## config.mk

```make
export PLATFORM = sky130hd
export DESIGN_NAME = emgc_ctrl_n
export DESIGN_NICKNAME = d
export VERILOG_FILES = /design/src/rtl/emgc_ctrl_n_pkg.sv /design/src/rtl/emgc_ctrl_n_guard_timer.sv /design/src/rtl/emgc_ctrl_n.sv
export SDC_FILE = /design/constraint.sdc
export NUM_CORES = 1
export LEC_CHECK = 0
export BUFFER_PORTS_ARGS = -buffer_cell sky130_fd_sc_hd__buf_4
export CAP_MARGIN = 5
export CORE_ASPECT_RATIO = 0.5
export CORE_UTILIZATION = 60
export DETAILED_ROUTE_END_ITERATION = 7
export HOLD_SLACK_MARGIN = 0.1
export PLACE_DENSITY_LB_ADDON = 0.3
export REMOVE_ABC_BUFFERS = 1
export SLEW_MARGIN = 20
export SYNTH_ARGS = -nofsm -noshare
export SYNTH_HDL_FRONTEND = slang
export SYNTH_SLANG_ARGS = --single-unit
```

## constraint.sdc

```tcl
create_clock -name clk -period 4.9 [get_ports clk]
set_input_delay 0.245 -clock clk [delete_from_list [all_inputs] [get_ports clk]]
set_output_delay 0.245 -clock clk [all_outputs]
set_load 0.05 [all_outputs]
```

## src/rtl/emgc_ctrl_n_pkg.sv

```systemverilog
// Shared types and constants for the N-channel serial-link emergency controller.
package emgc_ctrl_n_pkg;

    localparam int RETRY_W          = 4;
    localparam int GUARD_CYCLES_DEF = 5000;
    localparam int CNT_W_DEF        = 13;

    localparam int CH_SR  = 0;
    localparam int CH_DPR = 1;
    localparam int CH_CCW = 2;

    typedef enum logic [1:0] {
        RESP_NONE,
        RESP_REPEAT,
        RESP_TOGGLE
    } resp_e;

    // A channel that has used up its repeats escalates to a source toggle.
    function automatic resp_e pick_response(input logic fire, input logic can_retry);
        if (!fire)
            return RESP_NONE;
        return can_retry ? RESP_REPEAT : RESP_TOGGLE;
    endfunction

endpackage

```

## src/rtl/emgc_ctrl_n_guard_timer.sv

```systemverilog
// Shared retriggerable guard delay: expired is high in the cycle the count reaches GUARD_CYCLES-1.
module guard_timer #(
    parameter int GUARD_CYCLES = 5000,
    parameter int CNT_W        = 13
) (
    input  logic clk,
    input  logic rst,
    input  logic start,
    output logic busy,
    output logic expired
);

    logic [CNT_W-1:0] cnt_q, cnt_d;
    logic             busy_q, busy_d;

    assign busy    = busy_q;
    assign expired = busy_q && (cnt_q == CNT_W'(GUARD_CYCLES - 1));

    // A start in the expiry cycle wins, so a late failure re-arms the delay.
    always_comb begin
        cnt_d  = cnt_q;
        busy_d = busy_q;
        if (start) begin
            cnt_d  = '0;
            busy_d = 1'b1;
        end else if (expired) begin
            cnt_d  = '0;
            busy_d = 1'b0;
        end else if (busy_q) begin
            cnt_d = cnt_q + CNT_W'(1);
        end
    end

    always_ff @(posedge clk or posedge rst) begin
        if (rst) begin
            cnt_q  <= '0;
            busy_q <= 1'b0;
        end else begin
            cnt_q  <= cnt_d;
            busy_q <= busy_d;
        end
    end

endmodule

```

## src/rtl/emgc_ctrl_n.sv

```systemverilog
// N-channel emergency controller: reply ownership, fault detection, guarded repeat and
// source-toggle escalation between the command scheduler and the rx deserialiser.
module emgc_ctrl_n
    import emgc_ctrl_n_pkg::*;
#(
    parameter int N            = 3,
    parameter int GUARD_CYCLES = GUARD_CYCLES_DEF,
    parameter int MAX_RETRIES  = 2,
    parameter int CNT_W        = CNT_W_DEF
) (
    input  logic                 clk,
    input  logic                 rst,
    input  logic [N-1:0]         cmd_accepted,
    input  logic [N-1:0]         reply_window,
    input  logic                 rx_start_bit,
    input  logic                 rx_frame_end,
    input  logic                 rx_err,
    input  logic                 rx_busy,
    output logic [N-1:0]         repeat_req,
    output logic [N-1:0]         toggle_src_req,
    output logic [N-1:0]         owner,
    output logic [RETRY_W*N-1:0] retry_cnt
);

    logic [N-1:0] win_prev_q;
    logic [N-1:0] owner_q, owner_d;
    logic [N-1:0] repeat_q, repeat_d;
    logic [N-1:0] toggle_q, toggle_d;
    logic [N-1:0] fail;
    logic         timer_busy, timer_expired, expiry;

    assign repeat_req     = repeat_q;
    assign toggle_src_req = toggle_q;
    assign owner          = owner_q;

    guard_timer #(
        .GUARD_CYCLES (GUARD_CYCLES),
        .CNT_W        (CNT_W)
    ) u_guard_timer (
        .clk     (clk),
        .rst     (rst),
        .start   (|fail),
        .busy    (timer_busy),
        .expired (timer_expired)
    );

    assign expiry = timer_expired & timer_busy;

    // Lowest set window bit wins; x & (~x + 1) isolates it.
    always_comb begin
        owner_d = owner_q;
        if (rx_frame_end)
            owner_d = '0;
        if (rx_start_bit && (reply_window != '0))
            owner_d = reply_window & (~reply_window + N'(1));
    end

    for (genvar gi = 0; gi < N; gi++) begin : g_ch
        logic               frame_done, busy_rep, success, fire_window, can_retry;
        logic               pending_q, pending_d;
        logic [RETRY_W-1:0] retry_q, retry_d;
        resp_e              resp;

        assign frame_done  = owner_q[gi] & rx_frame_end;
        assign fail[gi]    = (win_prev_q[gi] & ~reply_window[gi] & ~owner_q[gi])
                           | (frame_done & rx_err);
        assign busy_rep    = frame_done & ~rx_err & rx_busy;
        assign success     = frame_done & ~rx_err & ~rx_busy;
        assign fire_window = expiry & pending_q & ~fail[gi];
        assign can_retry   = retry_q < RETRY_W'(MAX_RETRIES);
        assign resp        = pick_response(fire_window & ~cmd_accepted[gi], can_retry);

        // A fresh command on the expiry cycle cancels the response and the history.
        always_comb begin
            pending_d = pending_q;
            retry_d   = retry_q;
            if (fire_window) begin
                if (resp == RESP_REPEAT)
                    retry_d = retry_q + RETRY_W'(1);
                else
                    retry_d = '0;
            end else if (success) begin
                retry_d = '0;
            end
            if (expiry)
                pending_d = 1'b0;
            if (fail[gi])
                pending_d = 1'b1;
        end

        assign repeat_d[gi] = (busy_rep | (resp == RESP_REPEAT)) & (resp != RESP_TOGGLE);
        assign toggle_d[gi] = (resp == RESP_TOGGLE);
        assign retry_cnt[RETRY_W*gi +: RETRY_W] = retry_q;

        always_ff @(posedge clk or posedge rst) begin
            if (rst) begin
                pending_q <= 1'b0;
                retry_q   <= '0;
            end else begin
                pending_q <= pending_d;
                retry_q   <= retry_d;
            end
        end
    end

    always_ff @(posedge clk or posedge rst) begin
        if (rst) begin
            win_prev_q <= '0;
            owner_q    <= '0;
            repeat_q   <= '0;
            toggle_q   <= '0;
        end else begin
            win_prev_q <= reply_window;
            owner_q    <= owner_d;
            repeat_q   <= repeat_d;
            toggle_q   <= toggle_d;
        end
    end

endmodule

```

==> impl_summary.txt, run 1 <==
----------------------------------------------------
[CTS]
  Hold buffers post-CTS ... 1
  Clock latency reported for the late side of the worst-skew pair ... 0.29 ns
  Buffer cell driving the clock tree root ... sky130_fd_sc_hd__clkbuf_8
  Post-CTS setup buffer count ... 0
  Clock tree from TritonCTS ... yes
  TritonCTS Buffers ... 5
  Clock net sink count ... 41
  Maximum level of the CTS H-tree ... 2
  Resized Gates After CTS ... 0
  Worst-path clk slew ... 0.08 ns
  Worst-case clock buffer depth ... 2

[Place]
  Routability-driven placement congestion ratio ... 0.865
  Port bufs ... 32
  Number of cells after detailed placement ... 269
  HPWL after detailed placement ... 3210 um
  Worst setup slack after placement ... 2.45 ns

[STA]
  Slew Limit Headroom ... 0.352
  Transition at the pin with the smallest max-transition slack ... 0.967 ns
  Count of endpoints failing setup in the final report ... 0
  Worst hold slack after final layout ... 0.0895 ns
  Clock Skews ... 0.00358 ns
  Final hold violation count ... 0
  Post-layout minimum cycle time ... 2.67 ns
  Final count of pins violating max slew ... 0
  Unrepaired setup endpoints after global routing ... false
  Setup TNS ... 0 ns
  Highest attainable clock frequency ... 375 MHz
  Period utilisation layout ... 0.545
  Worst Setup Slack, final ... 2.23 ns

[Global routing]
  Overall routing resource usage ... 0.286
  Largest net degree at the start of global routing ... 42
  Antenna violations before repair ... 0
  Global-route wire length before repair ... 7980 um
  Total global routing overflow ... 0
  Vias in the first global route ... 1704

[Setup path]
  Data arrival time at the worst-slack endpoint ... 2.80 ns
  Flop-to-flop setup slack ... 2.23 ns
  Worst r2r path cells ... 5
  Reg-to-reg critical path startpoint ... u_guard_timer.cnt_q[0]
  Kind of start point of the critical path ... flop
  Reg-to-reg critical path endpoint ... repeat_req[0]
  CP Data Required Time ... 5.03 ns
  CP endpoint kind ... flop
  Maximum fanout along the worst path ... 22
  Startpoint-to-endpoint class of the critical path ... flop to flop

[Floorplan]
  Effective utilization at floorplan ... 0.657
  Die area ... 3680 um^2
  Die width ... 84.9 um
  Number of rows in the core area ... 14
  Chip height ... 43.4 um
  Area of the core region ... 3140 um^2
  Number of top-level design ports ... 33

[Yosys]
  Largest cells by area after synthesis ... sky130_fd_sc_hd__dfrtp_1 50%, sky130_fd_sc_hd__nand2_1 4.6%, sky130_fd_sc_hd__o211ai_1 3.6%, sky130_fd_sc_hd__o21ai_0 3.2%, sky130_fd_sc_hd__ha_1 2.4%
  Synth Warn # ... 0
  Share of synthesized area occupied by flip-flops and latches ... 0.498
  Post-synthesis instance area ... 2060 um^2
  Compound-gate portion of the synthesized area ... 0.169
  Synthesized netlist cell count ... 200
  Main combinational cell family by area after synthesis ... simple AND/OR/NAND/NOR gates
  Share of the synthesized area in the top cell type ... 0.498
  Distinct cells, synth ... 49
  Commonest cells post-synth ... 41 x sky130_fd_sc_hd__dfrtp_1, 25 x sky130_fd_sc_hd__nand2_1, 13 x sky130_fd_sc_hd__o21ai_0, 10 x sky130_fd_sc_hd__nor2_1, 10 x sky130_fd_sc_hd__o211ai_1
  Mean instance size in the synthesized netlist ... 10.3 um^2
  Parity-gate share of the synthesized area counting xor and xnor cells ... 0.00851
  Share of synthesized area spent on multiplexers ... 0.00972
  Proportion of synthesized flip-flops having asynchronous set or reset ... 1.00
  Post-synth top area cell ... sky130_fd_sc_hd__dfrtp_1
  Post-synth EDFFs ... 0
  Count of state elements after synthesis ... 41
  Post-Synth Simple-Gate Area ... 0.278
  Synth Area in Adders ... 0.0243
  Most frequently used cell type in the post-synthesis netlist ... sky130_fd_sc_hd__dfrtp_1
  Predominant post-synthesis flop cell ... sky130_fd_sc_hd__dfrtp_1

[Power and ir drop]
  Overall power ... 0.000645 W
  Cell area power density ... 263 nW/um^2
  Largest voltage drop on the vdd net ... 172 uV
  Leakage ... 1.11 nW

[Cells and area]
  Share of final-layout standard cells stronger than drive strength 1 ... 0.248
  Count of placed standard cells in the final layout, fillers left out ... 278
  Sequential cell area in the final layout ... 1030 um^2
  Footprint of the multi-input gates ... 1010 um^2
  Filler cells ... 211
  Area growth from synthesis to layout ... 18.9%
  Final net count ... 254
  N_diodes ... 0

[Route]
  Via density ... 6.55
  Final antenna-violating net count ... 0
  Initial drt markers ... 143
  Overall via count from detail_route ... 1822
  DR DRC count ... 0
  Wire length after detailed routing ... 4870 um
  Router iterations before antenna repair ... 4
  Average wire length per cell after detail routing ... 17.5 um

[Flow run]
  # Max-Cap Violations ... 0

[Run status]
  Result of the run ... completed

[Hold path]
  Tightest Hold Check Type ... input pin to async pin

----------------------------------------------------
report_power, final:
| group | switching, W | total (W) | internal, W |
|---|---|---|---|
| registers | 0.00000894 | 0.000354 | 0.000345 |
| clock network | 0.000112 | 0.000224 | 0.000112 |
| logic | 0.0000425 | 0.0000663 | 0.0000237 |
worst max-delay path, stage by stage (launching register included):
cell	delay (ns)
sky130_fd_sc_hd__dfrtp_1	0.40
sky130_fd_sc_hd__ha_1	0.24
sky130_fd_sc_hd__nand2_1	0.14
sky130_fd_sc_hd__nand4b_1	0.86
sky130_fd_sc_hd__o311ai_0	0.66
sky130_fd_sc_hd__o21ai_0	0.20
worst max-delay path by stage:
| stage | startpoint | endpoint | slack [ns] |
|---|---|---|---|
| after floorplan | u_guard_timer.cnt_q[0] | repeat_req[0] | 2.93 |
| after global placement | u_guard_timer.cnt_q[0] | repeat_req[0] | 2.54 |
| after detailed placement | u_guard_timer.cnt_q[0] | repeat_req[0] | 2.45 |
| after CTS | u_guard_timer.cnt_q[0] | repeat_req[0] | 2.30 |
| after global routing | u_guard_timer.cnt_q[0] | repeat_req[0] | 2.15 |
| final | u_guard_timer.cnt_q[0] | repeat_req[0] | 2.23 |
stage by stage:
| step | cell area (um^2) | utilization |
|---|---|---|
| after global routing | 2450 | 0.781 |
| after detailed placement | 2340 | 0.747 |
| after CTS | 2440 | 0.778 |
| after global placement | 2340 | 0.747 |
| after floorplan | 2040 | - |
| final | 2450 | 0.781 |
state kept, by name, summed over array words and instances, names as in the netlist:
signal and cells:
toggle_src_req 3, g_ch.retry_q 12, owner 3, g_ch.pending_q 3, repeat_req 3, win_prev_q 3
u_guard_timer.cnt_q 13, u_guard_timer.busy 1
placed cells by master (no fill, tap or decap), types with 3 or more instances in the layout:
| cell type | netlist | final |
|---|---|---|
| sky130_fd_sc_hd__ha_1 | 4 | 4 |
| sky130_fd_sc_hd__a21oi_1 | 6 | 6 |
| sky130_fd_sc_hd__nor3_1 | 5 | 5 |
| sky130_fd_sc_hd__nor4_1 | 4 | 4 |
| sky130_fd_sc_hd__nand3_1 | 9 | 9 |
| sky130_fd_sc_hd__o211ai_1 | 10 | 10 |
| sky130_fd_sc_hd__nand2_1 | 25 | 25 |
| sky130_fd_sc_hd__dfrtp_1 | 41 | 41 |
| sky130_fd_sc_hd__inv_1 | 3 | 3 |
| sky130_fd_sc_hd__nand4_1 | 6 | 6 |
| sky130_fd_sc_hd__or3_1 | 4 | 4 |
| sky130_fd_sc_hd__nor3b_1 | 5 | 5 |
| sky130_fd_sc_hd__clkbuf_8 | 0 | 6 |
| sky130_fd_sc_hd__and3_1 | 5 | 5 |
| sky130_fd_sc_hd__nand3_2 | 3 | 3 |
| sky130_fd_sc_hd__nor2_1 | 10 | 10 |
| sky130_fd_sc_hd__o21ai_0 | 13 | 13 |
| sky130_fd_sc_hd__buf_4 | 0 | 33 |
kinds of logic after synthesis:
family / after synthesis
and+or+nand+nor: 96
xor gates and xnor gates: 2
adders and majority gates: 4
AOI/OAI and AO/OA: 48
muxes: 2
DFF: 41
buffers and inverters: 7
routing by layer:
metal,wire [um],GRT usage
met1,2200,0.381
met2,2330,0.480
met3,306,0.0724
met4,40,0.0814
met5,0,0
layout make-up:
cell class,count,share of cell area
clock buffers,7,0.0353
inverters,3,0.00460
multi-input cells,152,0.411
flip-flops and latches,41,0.419
well taps,40,0.0204
repair buffers,35,0.109
No activity file was read; power rests on OpenSTA's default activity.
==> run 2, diff against run 1 <==
Settings changed: CORE_UTILIZATION 60 to 56.
Clock period 4.9 ns to 2.8 ns, I/O delays scaled along.
==> impl_summary.txt, run 2 (synthesis gave the netlist of run 1 again) <==
----------------------------------------------------
[Route]
  Average wire length per cell after detail routing ... 16.5 um (-5.7%)
  Router iterations before antenna repair ... 4 (unchanged)
  Final antenna-violating net count ... 0 (unchanged)
  Initial drt markers ... 89 (-38%)
  Overall via count from detail_route ... 1824 (+0.11%)
  Wire length after detailed routing ... 4910 um (+0.72%)
  DR DRC count ... 0 (unchanged)
  Via density ... 6.14 (-6.3%)

[Floorplan]
  Chip height ... 44.9 um (+3.4%)
  Die width ... 87.8 um (+3.4%)
  Area of the core region ... 3470 um^2 (+11%)
  Die area ... 3940 um^2 (+6.9%)
  Number of rows in the core area ... 15 (+1)
  Number of top-level design ports ... 33 (unchanged)
  Effective utilization at floorplan ... 0.593 (-0.0637)

[Run status]
  Result of the run ... completed

[STA]
  Unrepaired setup endpoints after global routing ... false
  Period utilisation layout ... 0.817 (+0.272)
  Highest attainable clock frequency ... 437 MHz (+17%)
  Clock Skews ... 0.00700 ns (+0.00342 ns)
  Post-layout minimum cycle time ... 2.29 ns (-0.382 ns)
  Transition at the pin with the smallest max-transition slack ... 0.696 ns (-0.270 ns)
  Slew Limit Headroom ... 0.532 (+0.180)
  Count of endpoints failing setup in the final report ... 0 (unchanged)
  Final count of pins violating max slew ... 0 (unchanged)
  Setup TNS ... 0 ns (unchanged)
  Final hold violation count ... 0 (unchanged)

[Setup path]
  CP endpoint kind ... flop
  Cells traversed along the worst timing path ... or4_4, nor4_4, nand3_2, o41ai_2
  Startpoint-to-endpoint class of the critical path ... flop to flop
  Cell with the biggest individual delay on the critical path ... sky130_fd_sc_hd__nor4_4
  Slowest Stage Delay on Critical Path ... 0.61 ns (-0.25 ns)
  Kind of start point of the critical path ... flop
  Critical path buffers and inverters ... 0 (unchanged)
  CP Data Required Time ... 2.97 ns (-2.06 ns)
  Data arrival time at the worst-slack endpoint ... 2.46 ns (-0.34 ns)
  Maximum fanout along the worst path ... 9 (-59%)
  Critical path's top delay family ... simple AND/OR/NAND/NOR gates

[Cells and area]
  Largest register by flop count ... u_guard_timer.cnt_q
  N_diodes ... 0 (unchanged)
  Count of placed standard cells in the final layout, fillers left out ... 297 (+6.8%)
  Post-layout utilization of the core ... 0.730 (-0.0508)
  Registers with the highest flip-flop counts ... u_guard_timer.cnt_q (13), g_ch.retry_q (12)
  Leading cell type in the layout, fill and taps excluded ... sky130_fd_sc_hd__dfrtp_1
  Flip-flop count of the largest register after layout ... 13 (unchanged)
  Most used cells in the layout excluding fill and tap cells ... 41 x sky130_fd_sc_hd__dfrtp_1, 36 x sky130_fd_sc_hd__buf_4, 25 x sky130_fd_sc_hd__nand2_1
  Share of final-layout standard cells stronger than drive strength 1 ... 0.252 (+0.00413)
  Area growth from synthesis to layout ... 23.1%
  Final net count ... 262 (+3.1%)

[Global routing]
  Vias in the first global route ... 1633 (-4.2%)
  Largest net degree at the start of global routing ... 26 (-38%)
  Total global routing overflow ... 0 (unchanged)
  Antenna violations before repair ... 0 (unchanged)
  Global-route wire length before repair ... 7830 um (-1.8%)
  Overall routing resource usage ... 0.268 (-0.0181)

[Power and ir drop]
  Switch share ... 0.254 (about the same)
  Leakage ... 1.14 nW (+3.1%)
  Overall power ... 0.00114 W (+77%)
  Clock power frac ... 0.346 (-0.002)
  Combinational share of power ... 0.110 (+0.007)
  Largest voltage drop on the vdd net ... 214 uV (+25%)
  Int Pwr ... 0.000850 W (+77%)
  Net Switching ... 0.000290 W (+77%)
  Share of total power in sequential cells ... 0.544 (-0.005)
  Cell area power density ... 450 nW/um^2 (+71%)

[CTS]
  Worst-path clk slew ... 0.08 ns (about the same)
  Clock tree from TritonCTS ... yes
  Buffer cell driving the clock tree root ... sky130_fd_sc_hd__clkbuf_8
  Clock latency reported for the late side of the worst-skew pair ... 0.29 ns (about the same)
  Maximum level of the CTS H-tree ... 2 (unchanged)
  Worst-case clock buffer depth ... 2 (unchanged)
  TritonCTS Buffers ... 5 (unchanged)
  Clock net sink count ... 41 (unchanged)

[Hold path]
  Tightest Hold Check Type ... input pin to flop

[Flow run]
  # Max-Cap Violations ... 0 (unchanged)

[Place]
  Port bufs ... 32 (unchanged)
  Routability-driven placement congestion ratio ... 0.816 (-5.6%)
  HPWL after detailed placement ... 3420 um (+6.5%)
  Number of cells after detailed placement ... 283 (+5.2%)

----------------------------------------------------
==> run 2: cell count changes in the layout (fill, tap and decap cells not counted), sizes merged <==
cell         change
dlygate4sd3      +5
buf              +3
==> run 2: path summary, 6_finish.rpt <==
check / from / endpoint / slack (ns) / cells after the start
max reg2reg: u_guard_timer.cnt_q[11] / g_ch[2].retry_q[0] / 0.51 / 4
max: u_guard_timer.cnt_q[11] / g_ch[2].retry_q[0] / 0.51 / 4
min: rx_start_bit / owner[1] / 0.11 / 2
max in group asynchronous: rst / u_guard_timer.cnt_q[1] / 1.51 / 4
min in group asynchronous: rst / repeat_req[1] / 0.51 / 3
min reg2reg: g_ch[1].pending_q / g_ch[1].pending_q / 0.53 / 2
==> run 2: repair_timing <==
item                                   CTS  global route
endpoints found under the hold margin   22             0
setup buffers                            0             0
hold buffers                             7             0
gates resized for setup                  0             0
==> run 2: through the flow <==
stage / instance area [um^2] / hold WS [ns] / worst slack [ns]
final: 2530 / 0.111 / 0.513
after CTS: 2530 / 0.108 / 0.527
after global routing: 2530 / 0.107 / 0.432
after detailed placement: 2380 / 0.275 / 0.532
after global placement: 2380 / 0.267 / 0.723
after floorplan: 2040 / 0.171 / 0.825
==> run 2: cell type report <==
cell class,count,area (um^2)
Fill cell,249,937
Multi-Input combinational cell,152,1010
Timing Repair Buffer,43,340
Sequential cell,41,1030
Tap cell,51,63.8
Inverter,3,11.3
Clock buffer,7,86.3
==> run 2: per-layer routing <==
layer,vias to the layer above,wire (um),GRT usage
li1,861,-,-
met1,900,2120,0.353
met5,-,0,0
met3,2,219,0.0622
met4,0,17,0.0754
met2,61,2550,0.454
==> run 2: worst reg2reg max path, delay by kind of cell (launching register included) <==
kind | cells | cell delay (ns)
AOI/OAI and AO/OA | 1 | 0.36
and+or+nand+nor | 3 | 1.37
DFF | 1 | 0.43
==> run 2: power groups by stage <==
stage	combinational, W	clock [W]	sequential, W
6_report	0.000126	0.000394	0.000620
5_1_grt	0.000139	0.000424	0.000622
4_1_cts	0.000125	0.000403	0.000620
3_5_place_dp	0.000117	0	0.000632
3_3_place_gp	0.000115	0	0.000630
2_1_floorplan	0.0000577	0	0.000641
